==> src/rtl/i2c_master_txn_ctl_pkg.sv <==
// Shared definitions for the I2C transaction sequencer: byte-controller
// command codes, the latched request record and a small command helper.
package i2c_master_txn_ctl_pkg;

  // Byte-controller command codes (same values as the shared i2c definitions)
  localparam logic [3:0] CMD_IDLE   = 4'd0;
  localparam logic [3:0] CMD_START  = 4'd1;
  localparam logic [3:0] CMD_STOP   = 4'd2;
  localparam logic [3:0] CMD_WRITE  = 4'd3;
  localparam logic [3:0] CMD_READ   = 4'd4;
  localparam logic [3:0] CMD_RD_ACK = 4'd5;
  localparam logic [3:0] CMD_WR_ACK = 4'd6;
  localparam logic [3:0] CMD_WR_NAK = 4'd7;

  // Address byte as it goes on the wire: {7-bit address, R/W}
  typedef struct packed {
    logic [6:0] addr;
    logic       rw;
  } i2c_req_t;

  // Master acknowledge after a read byte: NAK the last one so the slave
  // releases SDA before STOP.
  function automatic logic [3:0] rack_cmd(input logic last_byte);
    if (last_byte) begin
      return CMD_WR_NAK;
    end else begin
      return CMD_WR_ACK;
    end
  endfunction

endpackage

==> src/rtl/i2c_master_txn_ctl.sv <==
// I2C transaction sequencer: turns one request (addr, R/W, length) into the
// byte-level command stream for i2c_master_byte_ctl and streams data bytes.
module i2c_master_txn_ctl
  import i2c_master_txn_ctl_pkg::*;
#(
  parameter int               LEN_W   = 8,
  parameter int               TMO_W   = 20,
  parameter logic [TMO_W-1:0] TMO_MAX = {TMO_W{1'b1}}
) (
  input  logic             i_sysclk,
  input  logic             i_nReset,
  input  logic             i_enable,
  input  logic             i_go,
  input  logic [6:0]       i_addr,
  input  logic             i_rw,
  input  logic [LEN_W-1:0] i_len,
  output logic             o_busy,
  output logic             o_done,
  output logic             o_nak,
  output logic             o_al,
  output logic             o_tmo,
  output logic             o_tx_req,
  input  logic [7:0]       i_tx_data,
  output logic             o_rx_valid,
  output logic [7:0]       o_rx_data,
  output logic             o_cmd_trig,
  output logic [3:0]       o_cmd,
  output logic [7:0]       o_wdata,
  input  logic             i_cmd_ack,
  input  logic             i_i2c_ack,
  input  logic             i_i2c_al,
  input  logic [7:0]       i_rdata
);

  localparam logic [3:0] ST_IDLE  = 4'd0;
  localparam logic [3:0] ST_START = 4'd1;
  localparam logic [3:0] ST_ADDR  = 4'd2;
  localparam logic [3:0] ST_AACK  = 4'd3;
  localparam logic [3:0] ST_WDATA = 4'd4;
  localparam logic [3:0] ST_WACK  = 4'd5;
  localparam logic [3:0] ST_RDATA = 4'd6;
  localparam logic [3:0] ST_RACK  = 4'd7;
  localparam logic [3:0] ST_STOP  = 4'd8;
  localparam logic [3:0] ST_DONE  = 4'd9;

  localparam logic [LEN_W-1:0] CNT_ZERO = {LEN_W{1'b0}};
  localparam logic [LEN_W-1:0] CNT_ONE  = {{(LEN_W-1){1'b0}}, 1'b1};
  localparam logic [TMO_W-1:0] TMO_ONE  = {{(TMO_W-1){1'b0}}, 1'b1};

  logic [3:0]       state_r;
  logic [3:0]       next_s;
  i2c_req_t         req_r;
  logic [LEN_W-1:0] cnt_r;
  logic [7:0]       tx_byte_r;
  logic [TMO_W-1:0] tmo_r;
  logic             tx_req_d_r;
  logic             is_cmd_s;
  logic             next_cmd_s;
  logic             fetch_s;
  logic             trig_s;
  logic [3:0]       cmd_s;
  logic [7:0]       wdata_s;
  logic             set_nak_s;
  logic             set_al_s;
  logic             set_tmo_s;
  logic             dec_s;
  logic             tx_req_s;
  logic             rx_cap_s;
  logic             go_s;

  // A later write byte is fetched over two cycles (o_tx_req, then latch) before its WRITE fires
  assign is_cmd_s = (state_r != ST_IDLE) && (state_r != ST_DONE);
  assign fetch_s  = (state_r == ST_WDATA) && (o_tx_req || tx_req_d_r);
  assign go_s     = (state_r == ST_IDLE) && i_go;

  // Next-state decode: arbitration loss beats everything, then watchdog, then command acks
  always_comb begin
    next_s    = state_r;
    set_nak_s = 1'b0;
    set_al_s  = 1'b0;
    set_tmo_s = 1'b0;
    dec_s     = 1'b0;
    tx_req_s  = 1'b0;
    rx_cap_s  = 1'b0;
    if (is_cmd_s && i_i2c_al) begin
      next_s   = ST_DONE;
      set_al_s = 1'b1;
    end else if (is_cmd_s && !fetch_s && !i_cmd_ack && (tmo_r == TMO_MAX)) begin
      next_s    = ST_DONE;
      set_tmo_s = 1'b1;
    end else begin
      case (state_r)
        ST_IDLE:  if (i_go) next_s = ST_START; else next_s = ST_IDLE;
        ST_START: if (i_cmd_ack) next_s = ST_ADDR; else next_s = state_r;
        ST_ADDR:  if (i_cmd_ack) next_s = ST_AACK; else next_s = state_r;
        ST_AACK: begin
          if (!i_cmd_ack) begin
            next_s = state_r;
          end else if (i_i2c_ack) begin
            next_s    = ST_STOP;
            set_nak_s = 1'b1;
          end else if (cnt_r == CNT_ZERO) begin
            next_s = ST_STOP;
          end else if (req_r.rw) begin
            next_s = ST_RDATA;
          end else begin
            next_s = ST_WDATA;
          end
        end
        ST_WDATA: if (i_cmd_ack && !fetch_s) next_s = ST_WACK; else next_s = state_r;
        ST_WACK: begin
          if (!i_cmd_ack) begin
            next_s = state_r;
          end else if (i_i2c_ack) begin
            next_s    = ST_STOP;
            set_nak_s = 1'b1;
          end else if (cnt_r <= CNT_ONE) begin
            next_s = ST_STOP;
            dec_s  = 1'b1;
          end else begin
            next_s   = ST_WDATA;
            dec_s    = 1'b1;
            tx_req_s = 1'b1;
          end
        end
        ST_RDATA: begin
          if (i_cmd_ack) begin
            next_s   = ST_RACK;
            rx_cap_s = 1'b1;
          end else begin
            next_s = state_r;
          end
        end
        ST_RACK: begin
          if (!i_cmd_ack) begin
            next_s = state_r;
          end else if (cnt_r <= CNT_ONE) begin
            next_s = ST_STOP;
            dec_s  = 1'b1;
          end else begin
            next_s = ST_RDATA;
            dec_s  = 1'b1;
          end
        end
        ST_STOP:  if (i_cmd_ack) next_s = ST_DONE; else next_s = state_r;
        ST_DONE:  next_s = ST_IDLE;
        default:  next_s = ST_IDLE;
      endcase
    end
  end

  // Command issue: strobe on entry to each command state (deferred for fetched write bytes)
  always_comb begin
    next_cmd_s = (next_s != ST_IDLE) && (next_s != ST_DONE);
    if ((state_r == ST_WDATA) && tx_req_d_r && (next_s == ST_WDATA)) begin
      trig_s = 1'b1;
    end else if ((next_s != state_r) && next_cmd_s &&
                 !((state_r == ST_WACK) && (next_s == ST_WDATA))) begin
      trig_s = 1'b1;
    end else begin
      trig_s = 1'b0;
    end
    case (next_s)
      ST_START: cmd_s = CMD_START;
      ST_ADDR:  cmd_s = CMD_WRITE;
      ST_AACK:  cmd_s = CMD_RD_ACK;
      ST_WDATA: cmd_s = CMD_WRITE;
      ST_WACK:  cmd_s = CMD_RD_ACK;
      ST_RDATA: cmd_s = CMD_READ;
      ST_RACK:  cmd_s = rack_cmd(cnt_r <= CNT_ONE);
      ST_STOP:  cmd_s = CMD_STOP;
      default:  cmd_s = CMD_IDLE;
    endcase
    if (state_r == ST_WDATA) begin
      wdata_s = i_tx_data;
    end else if (next_s == ST_ADDR) begin
      wdata_s = req_r;
    end else begin
      wdata_s = tx_byte_r;
    end
  end

  // Sequencer state, request latch, byte counter, first tx byte and watchdog
  always_ff @(posedge i_sysclk or negedge i_nReset) begin
    if (!i_nReset) begin
      state_r    <= ST_IDLE;
      req_r      <= '{addr: 7'd0, rw: 1'b0};
      cnt_r      <= CNT_ZERO;
      tx_byte_r  <= 8'h00;
      tmo_r      <= {TMO_W{1'b0}};
      tx_req_d_r <= 1'b0;
    end else if (!i_enable) begin
      state_r    <= ST_IDLE;
      req_r      <= '{addr: 7'd0, rw: 1'b0};
      cnt_r      <= CNT_ZERO;
      tx_byte_r  <= 8'h00;
      tmo_r      <= {TMO_W{1'b0}};
      tx_req_d_r <= 1'b0;
    end else begin
      state_r    <= next_s;
      tx_req_d_r <= o_tx_req;
      if (go_s) begin
        req_r     <= '{addr: i_addr, rw: i_rw};
        cnt_r     <= i_len;
        tx_byte_r <= i_tx_data;
      end else if (dec_s && (cnt_r != CNT_ZERO)) begin
        cnt_r <= cnt_r - CNT_ONE;
      end
      if (trig_s || fetch_s || !next_cmd_s) begin
        tmo_r <= {TMO_W{1'b0}};
      end else if (tmo_r != TMO_MAX) begin
        tmo_r <= tmo_r + TMO_ONE;
      end
    end
  end

  // Registered command interface towards the byte controller
  always_ff @(posedge i_sysclk or negedge i_nReset) begin
    if (!i_nReset) begin
      o_cmd_trig <= 1'b0;
      o_cmd      <= CMD_IDLE;
      o_wdata    <= 8'h00;
    end else if (!i_enable) begin
      o_cmd_trig <= 1'b0;
      o_cmd      <= CMD_IDLE;
      o_wdata    <= 8'h00;
    end else begin
      o_cmd_trig <= trig_s;
      if (trig_s) begin
        o_cmd   <= cmd_s;
        o_wdata <= wdata_s;
      end else if (!next_cmd_s) begin
        o_cmd <= CMD_IDLE;
      end
    end
  end

  // Status flags, data handshakes and the read-data holding register
  always_ff @(posedge i_sysclk or negedge i_nReset) begin
    if (!i_nReset) begin
      o_busy     <= 1'b0;
      o_done     <= 1'b0;
      o_nak      <= 1'b0;
      o_al       <= 1'b0;
      o_tmo      <= 1'b0;
      o_tx_req   <= 1'b0;
      o_rx_valid <= 1'b0;
      o_rx_data  <= 8'h00;
    end else if (!i_enable) begin
      o_busy     <= 1'b0;
      o_done     <= 1'b0;
      o_nak      <= 1'b0;
      o_al       <= 1'b0;
      o_tmo      <= 1'b0;
      o_tx_req   <= 1'b0;
      o_rx_valid <= 1'b0;
      o_rx_data  <= 8'h00;
    end else begin
      o_busy     <= next_cmd_s;
      o_done     <= (next_s == ST_DONE);
      o_nak      <= !go_s && (o_nak || set_nak_s);
      o_al       <= !go_s && (o_al || set_al_s);
      o_tmo      <= !go_s && (o_tmo || set_tmo_s);
      o_tx_req   <= tx_req_s;
      o_rx_valid <= rx_cap_s;
      if (rx_cap_s) begin
        o_rx_data <= i_rdata;
      end
    end
  end

endmodule

==> config.mk <==
export PLATFORM = sky130hd
export DESIGN_NAME = i2c_master_txn_ctl
export DESIGN_NICKNAME = d
export VERILOG_FILES = /design/src/rtl/i2c_master_txn_ctl_pkg.sv /design/src/rtl/i2c_master_txn_ctl.sv
export SDC_FILE = /design/constraint.sdc
export NUM_CORES = 1
export LEC_CHECK = 0
export CORE_MARGIN = 2
export CORE_UTILIZATION = 55
export CTS_CLUSTER_DIAMETER = 150
export DETAILED_ROUTE_END_ITERATION = 8
export HOLD_SLACK_MARGIN = 0.12
export PLACE_DENSITY_LB_ADDON = 0.12
export REMOVE_ABC_BUFFERS = 1
export SLEW_MARGIN = 20
export SYNTH_ARGS = -nofsm -noshare
export SYNTH_HDL_FRONTEND = slang
export SYNTH_SLANG_ARGS = --single-unit
==> constraint.sdc <==
create_clock -name i_sysclk -period 5.8 [get_ports i_sysclk]
set_input_delay 1.16 -clock i_sysclk [delete_from_list [all_inputs] [get_ports i_sysclk]]
set_output_delay 1.16 -clock i_sysclk [all_outputs]
set_load 0.05 [all_outputs]
## Yosys cells after proc, flatten, opt, wreduce, memory -nomap -nowiden

Index checks and enable logic that the tools add are counted.

| storage, ports and cells | value |
|---|---|
| register bits after elaboration | 77 |
| output and inout port bits | 28 |
| word-level logic and storage cells | 160 |
| memory bits (read-only) | 0 |
| bits in latches | 0 |
| memories | 0 |
| memory bits (writable) | 0 |
| bits of input ports | 39 |

| cells by class | value |
|---|---|
| bitwise operators | 0 |
| shift operators | 0 |
| equality and inequality tests | 28 |
| add/sub/neg operators | 2 |
| multipliers | 0 |
| muxes and demuxes | 74 |
| divide/modulo/power cells | 0 |
| reduce and logical (&&, ||, !) cells | 37 |
| magnitude comparators | 1 |

Operator list:

| cell | number |
|---|---|
| 8-bit 2-to-1 mux | 13 |
| 4-bit 2-to-1 mux | 19 |
| 20-bit 2-to-1 mux | 3 |
| 4-bit case mux with 9 select lines | 1 |
| 1-bit 2-to-1 mux | 35 |
| 4-bit by 3-bit == test with 1-bit output (second input constant) | 8 |
| 20-bit by 1-bit adder with 20-bit output (second input constant) | 1 |
| 20-bit == test (second input constant) | 1 |
| 20-bit != test (second input constant) | 1 |
| 1-bit logical AND | 18 |
| 3-bit case mux with 6 select lines | 1 |
| 4-bit by 2-bit == test with 1-bit output (second input constant) | 4 |
| 4-bit == test (second input constant) | 3 |
| 4-bit by 1-bit == test with 1-bit output (second input constant) | 2 |
| 8-bit by 1-bit <= comparator with 1-bit output (second input constant) | 1 |
| 8-bit zero test | 1 |
| 4-bit != test (second input constant) | 2 |
| 4-bit nonzero test | 2 |
| 8-bit nonzero test | 1 |
| 8-bit by 1-bit subtractor with 8-bit output (second input constant) | 1 |
| 1-bit logical OR | 6 |
| 2-bit by 1-bit != test with 1-bit output (second input constant) | 3 |
| 3-bit by 1-bit != test with 1-bit output (second input constant) | 2 |
| 2-bit OR reduction | 3 |
| 6 further kinds | 10 |

## Longest topological paths before layout

| logic depth | value |
|---|---|
| depth in word-level cells | 18 |
| mapped depth | 12 |
| depth with buffers taken out | 10 |

## Worst setup path before layout

Ideal clock, no wire load.

| timing path | value |
|---|---|
| path type | input port to flip-flop |
| start point | in i_cmd_ack |
| end point | reg o_cmd[0] |
| slack | 2.475 ns |
| stages | 9 |
| required time | 5.678 ns |
| library setup time | 0.122 ns |
| data arrival time | 3.203 ns |
| buffers on the path | 1 |
| path through | buf_1 > nand4b_1 > nor4b_1 > a211oi_1 > nor2_1 > a2111o_1 > o211a_1 > or2_1 > a32o_1 |

| on the way | value |
|---|---|
| longest elaborated chain between the ends | 13 |
| elaborated cells between the ends (all ways) | 40 |
| those cells by class | eq/ne (11); mux (16); reduce/logical (13) |

RTL lines:

| element | line | source |
|---|---|---|
| from (decl) | i2c_master_txn_ctl.sv:29 | `input logic i_cmd_ack,` |
| 1-bit logical AND or 1-bit zero test (tied branches) | n/a |  |
| 4-bit 2-to-1 mux or 1-bit logical AND (tied branches) | i2c_master_txn_ctl.sv:110, i2c_master_txn_ctl.sv:88 |  |
| 4-bit case mux with 9 select lines or 1-bit logical AND (tied branches) | i2c_master_txn_ctl.sv:92, i2c_master_txn_ctl.sv:88 |  |
| 4-bit 2-to-1 mux * | i2c_master_txn_ctl.sv:88 | `end else if (is_cmd_s && !fetch_s && !i_cmd_ack && (tmo_r == TMO_MAX)) begin` |
| 4-bit 2-to-1 mux * | i2c_master_txn_ctl.sv:85 | `if (is_cmd_s && i_i2c_al) begin` |
| 4-bit != test (tied with other cells) | i2c_master_txn_ctl.sv:154 | `next_cmd_s = (next_s != ST_IDLE) && (next_s != ST_DONE);` |
| 1-bit logical AND, on equally long branches | i2c_master_txn_ctl.sv:154, i2c_master_txn_ctl.sv:158 |  |
| 1-bit logical AND or 1-bit zero test (tied branches) | i2c_master_txn_ctl.sv:157, i2c_master_txn_ctl.sv:158 |  |
| 1-bit logical AND | i2c_master_txn_ctl.sv:157 | `end else if ((next_s != state_r) && next_cmd_s &&` |
| 1-bit 2-to-1 mux | i2c_master_txn_ctl.sv:157 |  |
| 1-bit 2-to-1 mux | i2c_master_txn_ctl.sv:155 | `if ((state_r == ST_WDATA) && tx_req_d_r && (next_s == ST_WDATA)) begin` |
| 4-bit 2-to-1 mux | i2c_master_txn_ctl.sv:229 | `if (trig_s) begin` |
| 4-bit 2-to-1 mux | i2c_master_txn_ctl.sv:223 | `end else if (!i_enable) begin` |
| to (signal assigned) | i2c_master_txn_ctl.sv:230 | `o_cmd <= cmd_s;` |
| to (decl) | i2c_master_txn_ctl.sv:27 | `output logic [3:0] o_cmd,` |

Mark *: on every way between the ends. The rest lies on a longest branch, timed or not.
A chain may end at the register's enable or synchronous reset.

## Final worst setup path

| timing path | value |
|---|---|
| start point | in i_cmd_ack |
| end point | reg tmo_r[18] |

| on the way | value |
|---|---|
| longest elaborated chain between the ends | 15 |
| elaborated cells between the ends (all ways) | 33 |
| those cells by class | eq/ne (4); mux (15); reduce/logical (14) |

RTL lines:

| element | line | source |
|---|---|---|
| 1-bit logical AND or 1-bit zero test (tied branches) | n/a |  |
| 4-bit 2-to-1 mux or 1-bit logical AND (tied branches) | i2c_master_txn_ctl.sv:110, i2c_master_txn_ctl.sv:88 |  |
| 4-bit case mux with 9 select lines or 1-bit logical AND (tied branches) | i2c_master_txn_ctl.sv:92, i2c_master_txn_ctl.sv:88 |  |
| 4-bit 2-to-1 mux * | i2c_master_txn_ctl.sv:88 |  |
| 4-bit 2-to-1 mux * | i2c_master_txn_ctl.sv:85 |  |
| 4-bit != test (tied with other cells) | i2c_master_txn_ctl.sv:154 |  |
| 1-bit logical AND, on equally long branches | i2c_master_txn_ctl.sv:154, i2c_master_txn_ctl.sv:158 |  |
| 1-bit logical AND or 1-bit zero test (tied branches) | i2c_master_txn_ctl.sv:157, i2c_master_txn_ctl.sv:158 |  |
| 1-bit logical AND | i2c_master_txn_ctl.sv:157 |  |
| 1-bit 2-to-1 mux | i2c_master_txn_ctl.sv:157 |  |
| 1-bit 2-to-1 mux | i2c_master_txn_ctl.sv:155 |  |
| 1-bit logical OR | i2c_master_txn_ctl.sv:209 | `if (trig_s \|\| fetch_s \|\| !next_cmd_s) begin` |
| 1-bit logical OR * | i2c_master_txn_ctl.sv:209 |  |
| 20-bit 2-to-1 mux | i2c_master_txn_ctl.sv:209 |  |
| 20-bit 2-to-1 mux | i2c_master_txn_ctl.sv:192 | `end else if (!i_enable) begin` |
| to (signal assigned) | i2c_master_txn_ctl.sv:197 | `tmo_r <= {TMO_W{1'b0}};` |
| to (signal assigned) | i2c_master_txn_ctl.sv:210 | `tmo_r <= {TMO_W{1'b0}};` |
| to (signal assigned) | i2c_master_txn_ctl.sv:212 | `tmo_r <= tmo_r + TMO_ONE;` |
| to (decl) | i2c_master_txn_ctl.sv:55 | `logic [TMO_W-1:0] tmo_r;` |

Marked as above.

==> out/qor.csv <==
metric;value;unit
Max VDD drop;0.177;mV
min Tclk post-route;4.06;ns
Hold Crit Depth;2;
RSZ-0062 raised after global routing;no;
number of buffers added on ports;65;
Hold-fix buffers, CTS;0;
clk_lat worst skew;0.35;ns
Worst slew margin;0.376;
FF-to-FF Start;state_r[2]$_DFF_PN0_;
Die ar.;8310;um2
FP Rows;31;
FILL cells;621;
status;finished, final reports clean;
setup TNS;0;ns
Die Width;91.2;um
Synth Register Bits;76;
largest net degree at the start of global routing;77;
GRT Resource Usage Total;0.244;
post_cts resized;0;
number of synthesized flops with an enable pin;0;
setup slack at placement;1.44;ns
Avg WL per Cell;15.8;um
Area growth syn-to-layout;20.0;%
crit path DAT;4.32;ns
Multi-input gate area;2140;um2
xor/xnor share of the synthesized area;0.0440;
clk_skew;0.00947;ns
gpl congestion;0.859;
Diodes inserted;0;
# DRC;0;
flip-flop and latch area;1900;um2
Distinct cells, synth;69;
Post-CTS Setup Repair Bufs;0;
final hold vios;0;
sequential element share of the synthesized area;0.455;
clock-pin transition on the worst setup and hold timing paths;0.08;ns
max_cap viols;0;
Adder-Cell Fraction of Synth Area;0.0168;
CTS root buffer;clkbuf_8;
share of layout cells above drive strength 1;0.0604;
via density per instance;5.92;
Crit path largest cell delay;0.76;ns
pins over their slew limit;0;
Total Nets Final;552;
Critical Path Fanout Max;20;
drt pass-1 iters;5;
CTS Buffer Depth;2;
CTS tree;done;
CTS H-tree depth;3;
vias in the first global route;3495;
Worst EP required;6.06;ns
Synth Warn #;0;
Simple-Gate Fraction of Synth Area;0.245;
Synth Instances;457;
critical path cell sequence;clkdlybuf4s50_1, nand2b_1, a31o_2, a211oi_1, o221ai_1, o22ai_1, nor3b_1, o211ai_1, buf_4, a311oi_2;
WHS Endpoint;o_tmo$_DFF_PN0_;
DRT antenna net count;0;
Num CTS Buffers;9;
Slowest-stage cell, CP;clkdlybuf4s50_1;
final setup vio count;0;
final worst path period share;0.700;
starting density of the core;0.573;
DR vias;3620;
Compound-Gate Fraction of Synth Area;0.145;
area leader, netlist;dfrtp_1;
Worst Hold Class;flop to flop;
CP Capture Type;flop;
Async SR Flop Fraction;1.00;
Detailed Route WL;9700;um
hold_sp;o_tmo$_DFF_PN0_;
Core Footprint;7290;um2
fmax;0.246;GHz
die height;91.2;um
Static Leak;0.00216;uW
Post-Synthesis Mean Instance Area;9.15;um2
final worst slack;1.74;ns
Netlist Area Pre-Place;4180;um2
HPWL Detailed;6470;um
largest family of logic cells by synthesized area;simple AND/OR/NAND/NOR gates;
RR Endpoint;tmo_r[18]$_DFFE_PN0P_;
first-pass GRT wire length;16300;um
critical setup path kind;input pin to flop;
Power Density;269;nW/um2
Startpoint Class;input pin;
DR iter-0 viols;248;
ranking of synthesized cells by area;dfrtp_1 45%, nand2_1 5.8%, mux2i_1 5.7%, nor2_1 5.2%, xnor2_1 2.9%;
Top FF cell, synth;dfrtp_1;
initial antenna violation count;0;
worst reg2reg path depth;9;
Sink Count;76;
post-route core utilization;0.688;
grt ovf;0;
Yosys top cell area share;0.455;
Slew @ Worst Pin;0.933;ns
multiplexer share of the synthesized area;0.0575;
r2r setup slk;2.27;ns
io pins;67;
-- layout by cell type, fill, tap and decap left out, drive strengths merged, types with 9 or more instances in the layout --
master / synthesis / final
dfrtp: 76 / 76
xnor2: 14 / 14
nor2: 59 / 59
a21oi: 22 / 22
o21ai: 21 / 21
a21o: 9 / 9
clkdlybuf4s50: 0 / 64
clkbuf: 17 / 12
nor4: 9 / 9
mux2i: 24 / 24
nand2: 65 / 65
inv: 11 / 11
nor3: 12 / 12
-- Yosys cell counts (4+ instances only) --
library cell / instances
dfrtp_1: 76
nand2_1: 65
nor2_1: 58
mux2i_1: 24
a21oi_1: 22
o21ai_0: 19
clkbuf_1: 17
xnor2_1: 14
nor3_1: 12
inv_1: 11
a21o_1: 9
nand3_1: 8
xor2_1: 7
a211oi_1: 6
nand4_1: 6
nor4_1: 6
and2_1: 5
nand2b_1: 5
a31oi_1: 4
and3_1: 4
and4_1: 4
buf_1: 4
buf_2: 4
ha_1: 4
nor2b_1: 4
or2_2: 4
-- per-layer routing --
| metal | global-route usage | wire, um | up-vias |
|---|---|---|---|
| met4 | 0.0846 | 195 | 0 |
| li1 | - | - | 1708 |
| met5 | 0 | 0 | - |
| met2 | 0.423 | 4980 | 111 |
| met1 | 0.308 | 4050 | 1779 |
| met3 | 0.0432 | 468 | 22 |
-- power breakdown --
| part | switching, uW | leakage, uW | internal (uW) |
|---|---|---|---|
| registers | 41.2 | 0.00104 | 567 |
| logic | 246 | 0.00104 | 158 |
| clock network | 186 | 0.0000800 | 151 |
-- final cells by class --
cell class,count,share of cell area
clock inverters,3,0.00299
flip-flops and latches,76,0.379
repair buffers,67,0.132
inverters,11,0.00823
multi-input cells,344,0.426
clock buffers,12,0.0269
well taps,99,0.0247
-- worst max path at each step --
stage,start,slack (ns),cells after the start,endpoint
4_1_cts,i_cmd_ack,1.82,10,tmo_r[18]$_DFFE_PN0P_
2_1_floorplan,i_i2c_ack,2.31,8,tmo_r[18]$_DFFE_PN0P_
6_report,i_cmd_ack,1.74,10,tmo_r[18]$_DFFE_PN0P_
3_5_place_dp,i_cmd_ack,1.44,9,o_wdata[1]$_DFFE_PN0P_
3_3_place_gp,i_cmd_ack,1.56,9,o_cmd[2]$_DFFE_PN0P_
5_1_grt,i_cmd_ack,1.50,10,tmo_r[18]$_DFFE_PN0P_
-- logic make-up after synthesis --
family,count (synthesis)
AOI/OAI and AO/OA,90
DFF,76
other,1
buffers and inverters,37
muxes,24
adders and majority gates,6
and+or+nand+nor,202
xor gates and xnor gates,21
-- sequential cells by signal (all words and copies together) (netlist names), 3 cells and up --
register and cells:
state_r 4, o_wdata 8, tx_byte_r 8, o_rx_data 8, req_r 8, o_cmd 3
tmo_r 20, cnt_r 8
-- metrics by stage --
step | hold WS [ns] | instances | total power, uW | instance area, um2
final | 0.510 | 612 | 1350 | 5020
after floorplan | 0.501 | 431 | 882 | 4070
after detailed placement | 0.494 | 597 | 1020 | 4870
after global placement | 0.483 | 597 | 1010 | 4860
after CTS | 0.514 | 612 | 1350 | 5020
after global routing | 0.529 | 612 | 1420 | 5020
-- worst max-delay path: cells and delay by family --
kind                   cells  cell delay, ns
buffers and inverters      2            1.00
AOI/OAI and AO/OA          6            1.71
and+or+nand+nor            2            0.46
(Power assumes the default switching activity.)
